===== src/rtl/fetch_sequencer.sv =====
// Multi-cycle fetch controller for the SEQ Y86-64 core: owns the PC and issues one instruction per handshake.
// Optional performance counters are enabled with `define FETCH_PERF_CNT_EN.
module fetch_sequencer #(
  parameter logic [63:0] RESET_PC = 64'h0
) (
  input  logic        clk,
  input  logic        rst_n,
  output logic [63:0] pc,
  input  logic [3:0]  f_icode,
  input  logic [3:0]  f_ifun,
  input  logic [63:0] f_valC,
  input  logic [63:0] f_valP,
  input  logic [3:0]  f_stat,
  output logic        d_valid,
  input  logic        d_ready,
  output logic [3:0]  d_icode,
  output logic [3:0]  d_ifun,
  output logic [3:0]  d_stat,
  output logic [63:0] d_valC,
  output logic [63:0] d_valP,
  output logic [63:0] d_pc,
  input  logic        redirect_valid,
  input  logic [63:0] redirect_pc,
  output logic        halted,
  output logic [31:0] instr_count,
  output logic [31:0] stall_count
);

  localparam logic [1:0] FETCH        = 2'd0;
  localparam logic [1:0] ISSUE        = 2'd1;
  localparam logic [1:0] WAIT_RESOLVE = 2'd2;
  localparam logic [1:0] HALT         = 2'd3;

  localparam logic [3:0] ICODE_JXX  = 4'h7;
  localparam logic [3:0] ICODE_CALL = 4'h8;
  localparam logic [3:0] ICODE_RET  = 4'h9;

  logic [1:0] state;
  logic       handshake;

  assign d_valid   = (state == ISSUE);
  assign halted    = (state == HALT);
  assign handshake = d_valid && d_ready;

  always_ff @(posedge clk or negedge rst_n) begin
    if (!rst_n) begin
      state   <= FETCH;
      pc      <= RESET_PC;
      d_icode <= '0;
      d_ifun  <= '0;
      d_stat  <= '0;
      d_valC  <= '0;
      d_valP  <= '0;
      d_pc    <= '0;
    end else begin
      case (state)
        FETCH: begin
          d_icode <= f_icode;
          d_ifun  <= f_ifun;
          d_stat  <= f_stat;
          d_valC  <= f_valC;
          d_valP  <= f_valP;
          d_pc    <= pc;
          state   <= ISSUE;
        end
        ISSUE: begin
          if (d_ready) begin
            // Status outranks control flow: a faulting instruction never redirects the PC.
            if (d_stat != 4'h0) begin
              state <= HALT;
            end else if (d_icode == ICODE_CALL ||
                         (d_icode == ICODE_JXX && d_ifun == 4'h0)) begin
              pc    <= d_valC;
              state <= FETCH;
            end else if (d_icode == ICODE_JXX || d_icode == ICODE_RET) begin
              state <= WAIT_RESOLVE;
            end else begin
              pc    <= d_valP;
              state <= FETCH;
            end
          end
        end
        WAIT_RESOLVE: begin
          if (redirect_valid) begin
            pc    <= redirect_pc;
            state <= FETCH;
          end
        end
        default: state <= HALT;
      endcase
    end
  end

`ifdef FETCH_PERF_CNT_EN
  logic [31:0] instr_cnt;
  logic [31:0] stall_cnt;

  // Counters stop on their own in HALT: no handshake and no stall cycles occur there.
  always_ff @(posedge clk or negedge rst_n) begin
    if (!rst_n) begin
      instr_cnt <= '0;
      stall_cnt <= '0;
    end else begin
      if (handshake)
        instr_cnt <= instr_cnt + 32'd1;
      if ((state == ISSUE && !d_ready) || state == WAIT_RESOLVE)
        stall_cnt <= stall_cnt + 32'd1;
    end
  end

  assign instr_count = instr_cnt;
  assign stall_count = stall_cnt;
`else
  assign instr_count = '0;
  assign stall_count = '0;
`endif

endmodule


===== config.mk =====
export PLATFORM = sky130hd
export DESIGN_NAME = fetch_sequencer
export DESIGN_NICKNAME = d
export VERILOG_FILES = /design/src/rtl/fetch_sequencer.sv
export SDC_FILE = /design/constraint.sdc
export NUM_CORES = 1
export LEC_CHECK = 0
export ABC_AREA = 1
export CORE_AREA = 2 2 210 212
export DETAILED_ROUTE_END_ITERATION = 16
export DIE_AREA = 0 0 212 214
export GPL_TIMING_DRIVEN = 1
export PLACE_DENSITY = 0.7
export SYNTH_ARGS = -nofsm -noshare
export SYNTH_HDL_FRONTEND = slang
export SYNTH_SLANG_ARGS = --single-unit

===== constraint.sdc =====
create_clock -name clk -period 2.12 [get_ports clk]
set_input_delay 0.424 -clock clk [delete_from_list [all_inputs] [get_ports clk]]
set_output_delay 0.424 -clock clk [all_outputs]
set_load 0.05 [all_outputs]

### After elaboration in Yosys (flattened, before gate mapping)

Index checks and enable logic that the tools add are counted.
W data, S select, Z words.

* add/subtract/negate cells: 0
* multipliers: 0
* divide/modulo/power cells: 0
* magnitude comparators: 0
* equality and inequality tests: 10
* shift-type cells: 0
* mux-type cells: 12
* bitwise gates (word level): 0
* reductions and logical operators: 9

Operators by type and width (number)
* $mux W64: 5
* $pmux W64 S2: 1
* $mux W2: 5
* $eq A4 B4 Y1 const B: 2
* $pmux W2 S3: 1
* $reduce_and A5 Y1: 1
* $eq A2 B2 Y1 const B: 2
* $eq A4 B3 Y1 const B: 1
* $logic_not A4 Y1: 1
* $ne A2 B2 Y1 const B: 2
* $reduce_bool A4 Y1: 1
* $ne A3 B3 Y1 const B: 1
* $eq A2 B1 Y1 const B: 1
* $logic_not A2 Y1: 1
* $logic_or A1 B1 Y1: 2
* $ne A2 B1 Y1 const B: 1
* $reduce_and A2 Y1: 1
* $reduce_bool A2 Y1: 1
* $logic_and A1 B1 Y1: 1

* register bits after elaboration: 270
* latch bits: 0
* bits in writable memories: 0
* bits in read-only memories: 0
* memories kept: 0

### Logic depth before layout (Yosys ltp)

* depth after elaboration: 7
* gate-level depth with buffers: 11

### Worst setup path before layout

No wires, ideal clock.

* path type: reg-to-reg
* start point: register state[1]
* end point: register pc[0]
* data arrival time: 1.807 ns
* data required time: 2.003 ns
* path slack: 0.196 ns
* stages on the path, launching flop included: 11
* buffers on the path: 2
* clock period less this slack: 1.924 ns
* cells stage by stage: dfrtp_1 inv_1 ha_1 nand2_1 nand2_1 nand3b_4 nor2_8 buf_12 buf_12 nand3_2 nand2_2

* longest elaborated chain between the ends: 3
* elaborated cells on any way between the ends: 9
* those cells by class: eq/ne: 6; mux: 1; reduce/logical: 2

Ends and longest elaborated chain
* from (decl): line 38 `logic [1:0] state;`
* from (signal assigned): line 47 `state <= FETCH;`
* from (signal assigned): line 64 `state <= ISSUE;`
* from (signal assigned): line 70 `state <= HALT;`
* $eq A2 B1 Y1 *
* via d_valid: line 14 `output logic d_valid,`
* $ne A3 B3 Y1 (no line) (tied with other cells)
* $reduce_and A5 Y1 (no line)
* to (signal assigned): line 73 `pc <= d_valC;`
* to (signal assigned): line 78 `pc <= d_valP;`
* to (signal assigned): line 85 `pc <= redirect_pc;`
* to (decl): line 8 `output logic [63:0] pc,`

The timed path passes the listed nets; every way through them passes the cells marked *.
A chain may end at the register's enable or synchronous reset.

### Final worst setup path

* start point: register state[1]
* end point: output port d_valid

* longest elaborated chain between the ends: 1

Ends and longest elaborated chain
* $eq A2 B1 Y1: line 41 `assign d_valid = (state == ISSUE);`
* to (decl): line 14

No other way between the ends.

==> run metrics <==
via count=11718; Crit. End Element=output port; Die ar.=0.0454 mm^2; worst reg2reg setup slack=0.15 ns; WL final=45.0 mm; Max clock buf depth=3; Sum Neg Setup Slack=0 ns; input/output buffers=477; WP buf/inv=3; hold_ws=0.396 ns; diodes inserted=0; Yosys cell types=23; CP top delay family=flip-flops; global placer's final weighted congestion=0.865; vias in the first global route=11761; dpl ws=-0.00532 ns; top cells by area, synth=dfrtp_1, nand2_1, nand3_1, nand3_2, buf_4; router iterations before antenna repair=5; final critical-path share of the clock period=94.8%; CTS root buffer=clkbuf_16; depth of the most critical reg-to-reg path=10; pins over their slew limit=0; I/O pins=542; Critical Path Slowest Stage Cell=dfrtp_1; remaining routing DRC violations=0; CP max FO=4; min Tclk post-route=2.01 ns; Final HPWL DP=32.4 mm; initial antenna violation count=1; Setup Skew=0.0128 ns; RSZ-0062 raised after global routing=true; CTS sink count=270; Initial Util=30.0%; Global Route Usage Sum=19.6%; relative slew slack=58.1%; antenna viol nets, final=0; worst setup path startpoint=state[1]; status=complete, no violations; Synth Register Bits=270; CP arrival=1.59 ns; Req. time, crit path=1.70 ns; fin worst setup slack=0.111 ns; Max Freq=498 MHz; endpoints failing setup=0; maximum VDD drop=0.455 mV; critical path class=reg2out; yosys warns=0; CTS tree=done; Die X=212 um; number of fill cells in the layout=4259; Syn-to-layout area delta=47.5%; Total Power=12.3 mW; number of cell rows=76; post-synthesis sequential area ratio=52.5%; dominant cell type by area after synthesis=dfrtp_1; Reg clk slew, reported paths=0.06 ns; Clock Latency Late Sink=0.52 ns; largest net degree at the start of global routing=91; Inserted Clock Buffers=34; CP Launch Type=register; Iteration-0 DRC Markers=759; Final Hold Vio Count=0; Vias per Instance=4.52; worst flop-to-flop path startpoint=d_ifun[2]; RR Endpoint=pc[28]; HP Class=in2async; first-pass GRT wire length=69.5 mm; P_leak=9.25 nW; Syn Std Cell Area=0.0129 mm^2; Mapped Cells=1529; # nets final=2192; Max Cap Violations=0; synthesized area per cell=8.41 um^2; PwrDens=647 mW/mm^2; crit-path cells=inv_1 -> ha_2 -> buf_4 -> buf_12; Setup Fix Bufs, Post-CTS=0; H-Tree Depth=2; fraction of layout cells with a size suffix above 1=15.4%; Routed wire per std cell=17.4 um; Placeable Area=0.0429 mm^2; Yosys top cell area share=52.5%; slowest stage delay, CP=0.40 ns; Worst Max-Slew Pin Slew=0.628 ns; grt total ovfl=0; die height=214 um
[report_power, final]
| group | total (mW) | internal, mW | switching [mW] | leakage (nW) |
|---|---|---|---|---|
| logic | 0.762 | 0.348 | 0.414 | 5.61 |
| registers | 5.15 | 5.15 | 0 | 3.03 |
| clock network | 6.36 | 4.07 | 2.30 | 0.606 |
| total | 12.3 | 9.57 | 2.71 | 9.25 |
[cell families after synthesis]
family / Yosys count / share of synthesized area, %
and+or+nand+nor: 1066 / 38.1
AOI/OAI and AO/OA: 12 / 0.506
buffers and inverters: 176 / 8.40
adders and majority gates: 4 / 0.389
other: 1 / 0.0292
DFF: 270 / 52.5
[cells in the mapped netlist (all sizes together)]
| cell type | count |
|---|---|
| clkinv | 1 |
| nand2 | 798 |
| or2 | 64 |
| nor2 | 8 |
| o21ai | 10 |
| nor3b | 1 |
| nand3b | 1 |
| nand3 | 194 |
| ha | 4 |
| buf | 106 |
| clkbuf | 51 |
| a22oi | 2 |
| conb | 1 |
| inv | 18 |
| dfrtp | 270 |
[sequential cells by signal (all words and copies together) (netlist names)]
register and count:
state 2, d_ifun 4, d_stat 4, pc 64, d_valP 64, d_icode 4
d_valC 64, d_pc 64
[worst register-to-register path: stages (launching register included)]
cell     delay [ns]
dfrtp_1        0.40
inv_1          0.09
nand2_1        0.11
nor2_1         0.31
nand2_4        0.11
nand2_4        0.13
buf_12         0.29
nand2_1        0.10
nand3_1        0.19
nand3_1        0.12
nand2_1        0.07
[metrics by stage]
stage / std cells / util [%] / area [um^2]
after floorplan: 1592 / - / 13100
after global placement: 2528 / 42.0 / 18000
after detailed placement: 2528 / 42.0 / 18000
after CTS: 2591 / 44.2 / 19000
final: 2591 / 44.2 / 19000
after global routing: 2591 / 44.2 / 19000
[routing by layer]
metal / global-route usage, % / up-vias / part of all wire, %
met5: 0 / - / 0.029
met4: 6.03 / 2 / 2.5
met3: 5.19 / 80 / 7.4
met2: 33.2 / 436 / 49
met1: 24.3 / 5655 / 41
li1: - / 5545 / -
[layout by cell type (no fill, tap or decap), drive strengths merged, types with 2 or more instances in the layout]
| cell | synthesis | layout |
|---|---|---|
| or2 | 64 | 64 |
| clkinvlp | 0 | 3 |
| clkinv | 1 | 4 |
| ha | 4 | 4 |
| nand3 | 194 | 194 |
| dfrtp | 270 | 270 |
| clkdlybuf4s50 | 0 | 206 |
| nor2 | 8 | 8 |
| a22oi | 2 | 2 |
| clkbuf | 51 | 50 |
| conb | 1 | 64 |
| buf | 106 | 54 |
| bufinv | 0 | 5 |
| o21ai | 10 | 10 |
| nand2 | 798 | 798 |
| inv | 18 | 19 |
| dlygate4sd2 | 0 | 247 |
[layout make-up]
| cell class | count | area (um^2) | area share [%] |
|---|---|---|---|
| clock buffers | 50 | 1050 | 5.56 |
| clock inverters | 12 | 196 | 1.04 |
| inverters | 19 | 86.3 | 0.455 |
| multi-input cells | 1146 | 5300 | 27.9 |
| flip-flops and latches | 270 | 6760 | 35.6 |
| well taps | 585 | 732 | 3.86 |
| repair buffers | 509 | 4850 | 25.6 |
[timing repair]
action,in CTS,in global routing
hold endpoints to repair,36,0
hold buffers,1,0
setup endpoints to repair,248,65
gates resized for setup,248,2
gates cloned,0,0
[worst max-delay path by stage]
| stage | endpoint | slack [ns] | depth (start not counted) |
|---|---|---|---|
| floorplan | pc[0] | 0.20 | 10 |
| finish | d_valid | 0.11 | 4 |
| CTS | d_pc[14] | 0.0003 | 1 |
| global route | pc[44] | -0.004 | 9 |
| detailed placement | pc[2] | -0.005 | 9 |
| global placement | pc[63] | 0.02 | 9 |
Power figures use the tool's default switching activity.
